===== src/rtl/deposit_pkg.sv =====
// Shared types for the deposit sequencer: FSM states, subunit id, helpers.
package deposit_pkg;

  localparam int NUM_SU = 4;

  typedef logic [1:0] subunit_t;

  typedef enum logic [1:0] {
    IDLE   = 2'd0,
    ISSUE  = 2'd1,
    WAIT   = 2'd2,
    REPORT = 2'd3
  } dep_state_t;

  function automatic logic [NUM_SU-1:0] su_onehot(input subunit_t s);
    logic [NUM_SU-1:0] m;
    m    = '0;
    m[s] = 1'b1;
    return m;
  endfunction

endpackage


===== src/rtl/rr_pick4.sv =====
// Combinational 4-way round-robin finder: first set bit of i_mask at or above i_ptr, wrapping.
module rr_pick4
  import deposit_pkg::*;
(
  input  logic [NUM_SU-1:0] i_mask,
  input  subunit_t          i_ptr,
  output logic              o_found,
  output subunit_t          o_idx
);

  subunit_t w_j;

  // Scan from farthest to nearest so the nearest hit is the last write.
  always_comb begin
    o_found = 1'b0;
    o_idx   = i_ptr;
    w_j     = i_ptr;
    for (int i = NUM_SU - 1; i >= 0; i--) begin
      w_j = i_ptr + subunit_t'(i);
      if (i_mask[w_j]) begin
        o_found = 1'b1;
        o_idx   = w_j;
      end
    end
  end

endmodule


===== src/rtl/deposit_sequencer.sv =====
// Round-robin deposit scheduler for four subunits with RDM strobe and sticky resolved mask.
// Optional WAIT watchdog enabled by defining DEPOSIT_TIMEOUT_EN.
module deposit_sequencer
  import deposit_pkg::*;
#(
  parameter int TIMEOUT_CYC = 1_000_000
) (
  input  logic              clk,
  input  logic              rst_n,
  input  logic [NUM_SU-1:0] req,
  output logic              dep_valid,
  output subunit_t          dep_subunit,
  input  logic              dep_ready,
  input  logic              dep_done,
  output logic              rdm_active,
  output subunit_t          rdm_subunit,
  output logic [NUM_SU-1:0] resolved_mask,
  output logic              all_resolved,
  output logic              timeout_err
);

  dep_state_t        r_state, w_state_nxt;
  subunit_t          r_ptr, w_ptr_nxt;
  subunit_t          r_sub, w_sub_nxt;
  logic [NUM_SU-1:0] r_pend, w_pend_nxt;
  logic [NUM_SU-1:0] r_res, w_res_nxt;
  logic [NUM_SU-1:0] w_cand;
  logic              w_found;
  subunit_t          w_pick;
  logic              w_to_hit;
  logic              w_to_fire;

  logic r_dep_valid, r_rdm_active, r_all, r_timeout;
  subunit_t r_rdm_sub;

  assign w_cand = (r_pend | req) & ~r_res;

  rr_pick4 u_pick (
    .i_mask  (w_cand),
    .i_ptr   (r_ptr),
    .o_found (w_found),
    .o_idx   (w_pick)
  );

`ifdef DEPOSIT_TIMEOUT_EN
  localparam int TO_W = $clog2(TIMEOUT_CYC + 1);
  logic [TO_W-1:0] r_to_cnt;

  // Restarts from zero every time WAIT is (re)entered.
  always_ff @(posedge clk or negedge rst_n) begin
    if (!rst_n)                                     r_to_cnt <= '0;
    else if (r_state != WAIT || w_state_nxt != WAIT) r_to_cnt <= '0;
    else                                            r_to_cnt <= r_to_cnt + TO_W'(1);
  end

  assign w_to_hit = (r_to_cnt == TO_W'(TIMEOUT_CYC - 1));
`else
  logic w_unused_timeout;
  assign w_unused_timeout = ^TIMEOUT_CYC;
  assign w_to_hit         = 1'b0;
`endif

  always_comb begin
    w_state_nxt = r_state;
    w_ptr_nxt   = r_ptr;
    w_sub_nxt   = r_sub;
    w_res_nxt   = r_res;
    w_to_fire   = 1'b0;
    case (r_state)
      IDLE: begin
        if (w_found) begin
          w_sub_nxt   = w_pick;
          w_state_nxt = ISSUE;
        end
      end
      ISSUE: begin
        if (dep_ready) w_state_nxt = WAIT;
      end
      WAIT: begin
        if (dep_done) begin
          w_state_nxt = REPORT;
        end else if (w_to_hit) begin
          // Abandon this subunit for now; it stays pending and is retried later.
          w_to_fire   = 1'b1;
          w_ptr_nxt   = r_sub + subunit_t'(1);
          w_state_nxt = IDLE;
        end
      end
      REPORT: begin
        w_res_nxt   = r_res | su_onehot(r_sub);
        w_ptr_nxt   = r_sub + subunit_t'(1);
        w_state_nxt = IDLE;
      end
      default: w_state_nxt = IDLE;
    endcase
  end

  // Resolved subunits never re-enter the pending set.
  assign w_pend_nxt = (r_pend | req) & ~w_res_nxt;

  always_ff @(posedge clk or negedge rst_n) begin
    if (!rst_n) begin
      r_state      <= IDLE;
      r_ptr        <= '0;
      r_sub        <= '0;
      r_pend       <= '0;
      r_res        <= '0;
      r_dep_valid  <= 1'b0;
      r_rdm_active <= 1'b0;
      r_rdm_sub    <= '0;
      r_all        <= 1'b0;
      r_timeout    <= 1'b0;
    end else begin
      r_state      <= w_state_nxt;
      r_ptr        <= w_ptr_nxt;
      r_sub        <= w_sub_nxt;
      r_pend       <= w_pend_nxt;
      r_res        <= w_res_nxt;
      r_dep_valid  <= (w_state_nxt == ISSUE);
      r_rdm_active <= (w_state_nxt == REPORT);
      r_rdm_sub    <= (w_state_nxt == REPORT) ? r_sub : '0;
      r_all        <= &w_res_nxt;
      r_timeout    <= w_to_fire;
    end
  end

  assign dep_valid     = r_dep_valid;
  assign dep_subunit   = r_sub;
  assign rdm_active    = r_rdm_active;
  assign rdm_subunit   = r_rdm_sub;
  assign resolved_mask = r_res;
  assign all_resolved  = r_all;
  assign timeout_err   = r_timeout;

endmodule

===== config.mk =====
export PLATFORM = sky130hd
export DESIGN_NAME = deposit_sequencer
export DESIGN_NICKNAME = d
export VERILOG_FILES = /design/src/rtl/deposit_pkg.sv /design/src/rtl/rr_pick4.sv /design/src/rtl/deposit_sequencer.sv
export SDC_FILE = /design/constraint.sdc
export NUM_CORES = 1
export LEC_CHECK = 0
export CORE_AREA = 2 2 46 48
export CTS_BUF_LIST = sky130_fd_sc_hd__clkbuf_8
export DETAILED_ROUTE_END_ITERATION = 12
export DIE_AREA = 0 0 48 50
export DONT_BUFFER_PORTS = 1
export SLEW_MARGIN = 20
export SYNTH_ARGS = -nofsm -noshare
export SYNTH_HDL_FRONTEND = slang
export SYNTH_HIERARCHICAL = 1
export SYNTH_SLANG_ARGS = --single-unit

===== constraint.sdc =====
create_clock -name clk -period 1.9 [get_ports clk]
set_clock_uncertainty 0.2 [all_clocks]
set_input_delay 0.57 -clock clk [delete_from_list [all_inputs] [get_ports clk]]
set_output_delay 0.57 -clock clk [all_outputs]
set_load 0.05 [all_outputs]

* After elaboration in Yosys (flattened, before gate mapping)
Cells that the tools add are included. Widths: inputs -> output; s select.
Storage, ports and cells: output and inout bits 12, register bits after elaboration 19, bits of input ports 8, logic and storage cells 58
Operators by class: reduce and logical (&&, ||, !) cells 4, order comparisons 6, add/sub/neg operators 4, bitwise logic cells 6, equality and inequality tests 5, mux-type cells 24
Operators with widths (number):
- $mux 2 | 8
- $lt 2x3->1 const B | 5
- $mux 1 | 9
- $and 4x4->4 | 2
- $bmux 1 s2 | 4
- $not 4->4 | 2
- $or 4x4->4 | 2
- $pmux 2 s4 | 1
- $eq 2x2->1 const B | 3
- $add 2x1->2 const B | 2
- $add 2x2->2 const B | 2
- $eq 2x1->1 const B | 2
- $mux 4 | 1
- $reduce_and 4->1 | 1
- $demux 1 s2 | 1
- $ge 2x1->1 const B | 1
- $logic_not 2->1 | 1
- $reduce_and 2->1 | 1
- $logic_and 1x1->1 | 1

* Depth between registers and ports, before layout
Gate-level depths: netlist (run 1).
depth after elaboration 12, gate-level depth with buffers 6, gate-level depth less buffers 6

* Hierarchy
Netlist (run 1), hierarchy kept.
Modules (own cells, without submodules):
- deposit_sequencer | times used 1, sequential area each 475.5 um^2, cells an instance 66, area each 812.0 um^2
- rr_pick4 | times used 1, sequential area each 0.0 um^2, cells an instance 16, area each 100.1 um^2

* Worst setup path after synthesis (run 1)
No wires, ideal clock.
kind reg-to-reg, from register r_res[3], in the netlist resolved_mask[3], to register r_sub[1], in the netlist dep_subunit[1], path buffers 0, required time 1633 ps, cell stages (with the launch flop) 6, setup time 67 ps, arrival time 1685 ps, path slack -52 ps, clock period less this slack 1952 ps, cells stage by stage dfrtp_1 -> nor2_1 -> and3b_1 -> or4_1 -> nand2_1 -> mux2_2
Between the ends: elaborated cells on any way between the ends 19, classes of those cells mux (16); bitwise (2); reduce/logical (1)
RTL lines:
- from (decl) | RTL line deposit_sequencer.sv:26 | logic [NUM_SU-1:0] r_res, w_res_nxt;
- from (signal assigned) | RTL line deposit_sequencer.sv:118 | r_res <= w_res_nxt;
- $not 4->4 (*) | RTL line deposit_sequencer.sv:36 | assign w_cand = (r_pend | req) & ~r_res;
- $and 4x4->4 (*) | RTL line deposit_sequencer.sv:36
- net w_cand[3] | RTL line deposit_sequencer.sv:27 | logic [NUM_SU-1:0] w_cand;
- $bmux 1 s2 | RTL line rr_pick4.sv:20 | if (i_mask[w_j]) begin
- $mux 1 (not written as such) | RTL line rr_pick4.sv:20
- $mux 2 (3 in series) | RTL line rr_pick4.sv:20
- $mux 2 (*) | RTL line rr_pick4.sv:20
- net w_pick[1] | RTL line deposit_sequencer.sv:29 | subunit_t w_pick;
- to (signal assigned) | RTL line deposit_sequencer.sv:116 | r_sub <= w_sub_nxt;
- to (decl) | RTL line deposit_sequencer.sv:24 | subunit_t r_sub, w_sub_nxt;
Mark *: on every way through the listed nets, which the timed path passes. The rest lies on a longest branch. The select of a mux whose other input is x is not followed. A chain may end at the register's enable or synchronous reset.

* Final worst setup path (run 1)
Same ends and word-level chain as after synthesis.

==> metrics.md, run 1 <==
| Metric | Value |
|---|---|
| Reg2reg start | `resolved_mask[3]` |
| Synthesis-stage register bit count | `19` |
| Leakage | `between 0.5 and 0.6 nW` |
| Vias | `590` |
| Startpoint Class | `flop` |
| Worst setup path class | `flop to flop` |
| Final cycle utilization of the critical path | `0.9423` |
| Detailed placement HPWL | `1165 µm` |
| Cell Count Post-Placement | `between 100 and 150` |
| Dominant synthesized flop cell | `dfrtp_1` |
| Drt initial violations | `5` |
| Routed Antenna Nets | `0` |
| Cell area after placement | `~1000 µm²` |
| IO Port Bufs | `0` |
| Die height | `roughly 50 µm` |
| Drt drc | `0` |
| Combinational Power Share | `0.455` |
| I/O Pins | `20` |
| Sw frac | `0.4593` |
| Max-cap viol count | `0` |
| Largest net degree at the start of global routing | `20` |
| Hold Crit Depth | `2` |
| Worst reg2reg setup slack | `110 ps` |
| GR Overflow Total | `0` |
| Vias per cell | `between 4 and 5` |
| P_int | `around 1.1 mW` |
| Starting Density | `0.4796` |
| Hold Worst Slack | `~250 ps` |
| Worst R2R End | `dep_subunit[1]` |
| Initial antenna violation count | `0` |
| Worst-Margin Slew | `between 800 and 900 ps` |
| Antenna diodes | `0` |
| Worst hold path class | `input pin to flop` |
| Worst hold path endpoint | `r_state[1]` |
| Critical path endpoint category | `flop` |
| Unrepaired setup endpoints after global routing | `no` |
| Fin cells | `approximately 120` |
| Layout area overhead | `13.86%` |
| Max-slew violations | `0` |
| Total track usage | `0.1607` |
| Ratio of cells with drive above 1 in the final layout | `0.2717` |
| Avg WL per Cell | `between 10 and 15 µm` |
| Finished Cell Area | `between 1000 and 1500 µm²` |
| Most frequent cells in the layout | `17 x dfrtp_1, 10 x nor2_1, 9 x buf_4` |
| Slew margin rel. | `0.4442` |
| Ys async rst share | `1.000` |
| Status | `finished, final reports clean` |
| Nets | `105` |
| Data arrival time of the critical path | `1790 ps` |
| Total chip power | `2.051 mW` |
| Setup WS post-layout | `~110 ps` |
| Pre-CTS WS | `-57.00 ps` |
| Total Wirelength | `1620 µm` |
| FP Rows | `16` |
| Mean post-synth cell area | `around 11 µm²` |
| First-pass GRT wire length | `2656 µm` |
| VDD IR max | `0.001193 V` |
| TNS Setup | `0 ps` |
| EDFF count, synth | `0` |
| Worst-path fanout max | `6` |
| Core Box Area | `between 1500 and 2000 µm²` |
| Synth cell types | `28` |
| Endpoints failing setup | `0` |
| FF-to-FF path depth | `5` |
| Clk root buf | `clkbuf_8` |
| Setup Buffers After CTS | `0` |
| Htree depth | `1` |
| WP data required | `between 1500 and 2000 ps` |
| Warnings from Yosys | `6` |
| TritonCTS Buffers | `3` |
| Routability Congestion | `approximately 0.74` |
| Max Freq | `between 500 and 600 MHz` |
| Chip Width | `between 40 and 50 µm` |
| Sequential share of power | `0.409` |
| Die area | `about 2400 µm²` |
| DRT Pass-1 Iters | `4` |
| Min Tclk post-route | `1790 ps` |
| Post-Syn Nets | `94` |
| Deepest clock path buffer count | `2` |
| Clock Pin Slew Worst Setup and Hold Paths | `70 ps` |
| P_sw | `942.1 µW` |
| CTS Sinks | `19` |
| Mapped Cells | `82` |
| Final Hold Vio Count | `0` |
| Synth Cell Area | `912.1 µm²` |
| Skew-Pair Late Insertion Delay | `roughly 260 ps` |
| Commonest non-fill, non-tap cell in the layout | `dfrtp_1` |
| Post-synthesis sequential area ratio | `0.5213` |
| CTS tree | `done` |
| Final Util | `0.5461` |
| Worst Hold Launch | `dep_ready` |
| Pwr per Cell Area | `roughly 2000 nW/µm²` |
| Clock power frac | `0.136` |
| Vias in the first global route | `~600` |
==> critical path: stages, from the launching register on <==
cell and delay [ps]:
dfrtp_2 410, nor2_2 230, and3b_1 210, or4_1 470
nand2_1 70, mux2_2 130
==> registers in the layout, summed over array words and instances, names as in the netlist, 2 cells and up <==
register / cells
r_ptr: 2
r_state: 2
rdm_subunit: 2
r_pend: 4
dep_subunit: 2
resolved_mask: 4
==> cells by family after synthesis <==
| logic type | after synthesis | share of synthesized area |
|---|---|---|
| AND/OR/NAND/NOR | 27 | 0.1660 |
| flip-flops | 19 | 0.5213 |
| AO/OA/AOI/OAI | 15 | 0.1152 |
| buffers and inverters | 11 | 0.06996 |
| multiplexers | 5 | 0.06859 |
| adder cells (fa/ha/maj) | 4 | 0.05487 |
| other | 1 | 0.004111 |
==> power groups by stage <==
stage	Clock, mW	Combinational, mW	Sequential (mW)
final	0.279	0.933	0.839
after global routing	0.300	1.03	0.865
after CTS	0.283	0.942	0.841
after detailed placement	0	0.923	0.848
after global placement	0	0.925	0.845
after floorplan	0	0.558	1.02
==> worst max path at each step <==
| stage | start | endpoint | slack, ps | cells past startpoint |
|---|---|---|---|---|
| after floorplan | req[0] | dep_subunit[1] | 3 | 6 |
| after global placement | req[3] | dep_subunit[1] | -50 | 6 |
| after detailed placement | req[0] | dep_subunit[1] | -60 | 6 |
| after CTS | resolved_mask[3] | dep_subunit[1] | 110 | 5 |
| after global routing | resolved_mask[0] | dep_subunit[0] | 40 | 5 |
| final | resolved_mask[3] | dep_subunit[1] | 110 | 5 |
==> synth_stat cells, types with 3 or more instances <==
cell	number	area share
a211oi_1	4	0.033
a31oi_1	4	0.027
dfrtp_1	19	0.52
ha_1	4	0.055
inv_1	7	0.029
nand2_1	3	0.012
nor2_1	12	0.049
==> layout make-up <==
type	instances	area [µm²]
Sequential cell	19	478.0
Clock buffer	3	41.29
Inverter	7	26.28
Multi-Input combinational cell	52	377.9
Timing Repair Buffer	10	77.57
Fill cell	169	863.3
Clock inverter	1	3.754
Tap cell	27	33.78
==> per-layer routing <==
layer	global-route usage	up-vias	part of all wire
met4	0.08108	0	0.019
met3	0.04396	3	0.052
li1	-	293	-
met5	0	-	0
met2	0.2356	18	0.46
met1	0.2102	276	0.47
==> timing repair <==
action,4_1_cts,5_1_grt
endpoints found under the setup margin,0,1
endpoints found under the hold margin,19,0
resized for setup,0,1
hold buffers,1,0
(Power assumes the default switching activity.)
==> run 2: changes to the inputs <==
CTS_BUF_LIST = sky130_fd_sc_hd__clkbuf_4 sky130_fd_sc_hd__clkbuf_8   (was sky130_fd_sc_hd__clkbuf_8)
SYNTH_HIERARCHICAL = unset   (was 1)
==> run 2 against run 1 <==
  * Routed wire length grew 1.1%
  * Sequential power shrank 3.2%
  * Highest routed layer unchanged
  * Synthesized area shrank 2.7%
  * Clock power shrank 23%
  * Synthesized cell count shrank 6.1%
  * Sequential share of layout area grew 1.5 points
  * Global-route usage grew 0.53 points
  * Largest power group unchanged
  * Via count grew 3.4%
  * Power shrank 5.7%
  * Worst hold slack lost 13 ps
==> metrics.md, run 2 <==
| Metric | Value |
|---|---|
| EDFF count, synth | `0 (unchanged)` |
| Simple-gate share of the synthesized area | `0.09027 (-0.07571)` |
| Synth Cell Area | `887.1 µm² (-2.7%)` |
| Critical path origin | `dep_subunit[0]` |
| Max Freq | `569.7 MHz (+2.0%)` |
| Deepest clock path buffer count | `2 (unchanged)` |
| CTS Hold Buffers Added | `1 (unchanged)` |
| Vias | `610 (+3.4%)` |
| Slowest cell on the critical path | `dfrtp_1` |
| Min Tclk post-route | `1755 ps (-34.92 ps)` |
| Largest family of logic cells by synthesized area | `compound AO/OA/AOI/OAI gates` |
| Final cycle utilization of the critical path | `0.9239 (-0.01838)` |
| Setup Buffers After CTS | `0 (unchanged)` |
| Nets | `100 (-4.8%)` |
| Xor/xnor share of the synthesized area | `0 (unchanged)` |
| Largest stage delay, worst path | `450 ps (-20 ps)` |
| Die height | `50 µm (unchanged)` |
| Final Hold Vio Count | `0 (unchanged)` |
| IO Port Bufs | `0 (unchanged)` |
| Critical path buffer and inverter count | `1 (+1)` |
| Post-CTS Resized | `0 (unchanged)` |
| Post-Synth Adder-Cell Area | `0.05642 (+0.001548)` |
| Area occupied by multi-input gates | `384.1 µm² (+1.7%)` |
| Post-synthesis sequential area ratio | `0.5360 (+0.01470)` |
| Layout area overhead | `12.83%` |
| TNS Setup | `0 ps (unchanged)` |
| Status | `finished, final reports clean` |
| Reg2reg start | `r_pend[1]` |
| Chip Width | `48 µm (unchanged)` |
| Clock Pin Slew Worst Setup and Hold Paths | `110 ps (+40 ps)` |
| Commonest cells in the netlist | `19 x dfrtp_1, 6 x a21oi_1, 6 x nor2_1` |
| Max-cap viol count | `0 (unchanged)` |
| Largest net degree at the start of global routing | `20 (unchanged)` |
| Dominant synthesized flop cell | `dfrtp_1` |
| Antenna diodes | `0 (unchanged)` |
| Core Box Area | `1902 µm² (unchanged)` |
| Avg WL per Cell | `14.37 µm (+5.5%)` |
| Worst reg2reg setup slack | `290 ps (+180 ps)` |
| Worst-Margin Slew | `811.6 ps (-19.45 ps)` |
| Total Wirelength | `1638 µm (+1.1%)` |
| Critical path endpoint category | `output pin` |
| Ratio of cells with drive above 1 in the final layout | `0.1839 (-0.08783)` |
| Worst path top cell family by delay | `flip-flops` |
| Max-slew violations | `0 (unchanged)` |
| Worst setup path class | `flop to output pin` |
| Data arrival time of the critical path | `990 ps (-800 ps)` |
| Fraction of post-synthesis cell area in the top cell type by area | `0.5360 (+0.01470)` |
| Pwr per Cell Area | `1933 nW/µm² (-2.1%)` |
| Mean post-synth cell area | `11.52 µm² (+3.6%)` |
| Routed Antenna Nets | `0 (unchanged)` |
| Most frequent cells in the layout | `19 x dfrtp_1, 7 x buf_4, 6 x a21oi_1, 6 x nor2_1` |
| Drt initial violations | `23 (+18)` |
| Post-Syn Nets | `89 (-5.3%)` |
| Worst hold path class | `input pin to flop` |
| Routability Congestion | `0.9115 (+23%)` |
| Filler instances | `180 (+6.5%)` |
| FP Rows | `16 (unchanged)` |
| Synthesis-stage register bit count | `19 (unchanged)` |
| Slew margin rel. | `0.4572 (+0.01301)` |
| Area contributors post-synth | `dfrtp_1 54%, ha_1 5.6%, a21oi_1 3.4%` |
| Htree depth | `1 (unchanged)` |
| Endpoints failing setup | `0 (unchanged)` |
| Total chip power | `1.935 mW (-5.7%)` |
| Clk root buf | `clkbuf_4` |
| Synth area leader | `dfrtp_1` |
| Startpoint Class | `flop` |
| Worst Hold Launch | `dep_ready` |
| Vias per cell | `5.351 (+7.9%)` |
| Commonest non-fill, non-tap cell in the layout | `dfrtp_1` |
| I/O Pins | `20 (unchanged)` |
| CTS Sinks | `19 (unchanged)` |
| Cell Count Post-Placement | `109 (-4.4%)` |
| Fraction of synthesized area in multiplexers | `0.01128 (-0.05730)` |
| Die area | `2400 µm² (unchanged)` |
| Unrepaired setup endpoints after global routing | `no` |
| Skew-Pair Late Insertion Delay | `300 ps (+40 ps)` |
| Most common cell in the synthesized netlist | `dfrtp_1` |
| Leakage | `0.4837 nW (-3.9%)` |
| CTS tree | `done` |
| Initial antenna violation count | `0 (unchanged)` |
| Warnings from Yosys | `0 (-6)` |
| Synth cell types | `29 (+3.6%)` |
| VDD IR max | `0.0007812 V (-35%)` |
| GR Overflow Total | `0 (unchanged)` |
| TritonCTS Buffers | `3 (unchanged)` |
| Detailed placement HPWL | `1294 µm (+11%)` |
| First-pass GRT wire length | `2787 µm (+4.9%)` |
| Starting Density | `0.4664 (-0.01316)` |
| DRT Pass-1 Iters | `4 (unchanged)` |
| CP Cell Sequence | `buf_4` |
| WP data required | `1130 ps (-770 ps)` |
| Worst-path fanout max | `5 (-1)` |
| Drt drc | `0 (unchanged)` |
| Complex-gate fraction of the synthesized area | `0.2708 (+0.1556)` |
| Register area | `475.5 µm² (-0.52%)` |
| Fin cells | `114 (-4.2%)` |
| Ys async rst share | `1.000 (unchanged)` |
| Mapped Cells | `77 (-6.1%)` |
| Vias in the first global route | `587 (-2.3%)` |
| Total track usage | `0.1660 (+0.005306)` |
run 2: per-layer routing:
layer / part of all wire / global-route usage / routed length [µm]
met1: 0.45 / 0.2326 / 737
met2: 0.46 / 0.2333 / 752
met3: 0.057 / 0.03663 / 93
met4: 0.033 / 0.08559 / 54
met5: 0 / 0 / 0
run 2: final timing paths:
kind                            cells after the start          endpoint
worst max-delay path                                1    dep_subunit[0]
max in group asynchronous                           1  resolved_mask[3]
min in group asynchronous                           1  resolved_mask[2]
worst max register to register                      4    dep_subunit[1]
worst min register to register                      1  resolved_mask[1]
worst min-delay path                                2        r_state[1]
run 2: where the power goes:
part / switching, mW / leakage (nW) / internal, mW
sequential: 0.251 / 0.232 / 0.562
clock: 0.118 / 0.0184 / 0.0959
combinational: 0.551 / 0.233 / 0.357
total: 0.920 / 0.484 / 1.01
run 2: final cells by class:
type / count / area share
Clock buffer: 4 / 0.03000
Inverter: 4 / 0.01500
Multi-Input combinational cell: 52 / 0.3837
Sequential cell: 19 / 0.4750
Tap cell: 27 / 0.03375
Timing Repair Buffer: 8 / 0.06250
run 2: logic make-up (layout without fill, tap and decap cells):
kind of cell | Yosys count | after routing
AOI/OAI and AO/OA | 30 | 30
adders and majority gates | 4 | 4
buffers and inverters | 6 | 16
DFF | 19 | 19
muxes | 1 | 1
other | 1 | 1
and+or+nand+nor | 16 | 16
run 2: per-stage QoR:
step	area (µm²)	hold WS (ps)	worst slack (ps)	utilization
2_1_floorplan	887.1	74.41	56.95	-
3_3_place_gp	960.9	74.82	116.7	0.5053
3_5_place_dp	960.9	74.90	81.76	0.5053
4_1_cts	1001	231.4	139.8	0.5263
5_1_grt	1001	250.0	83.83	0.5263
6_report	1001	232.5	144.6	0.5263
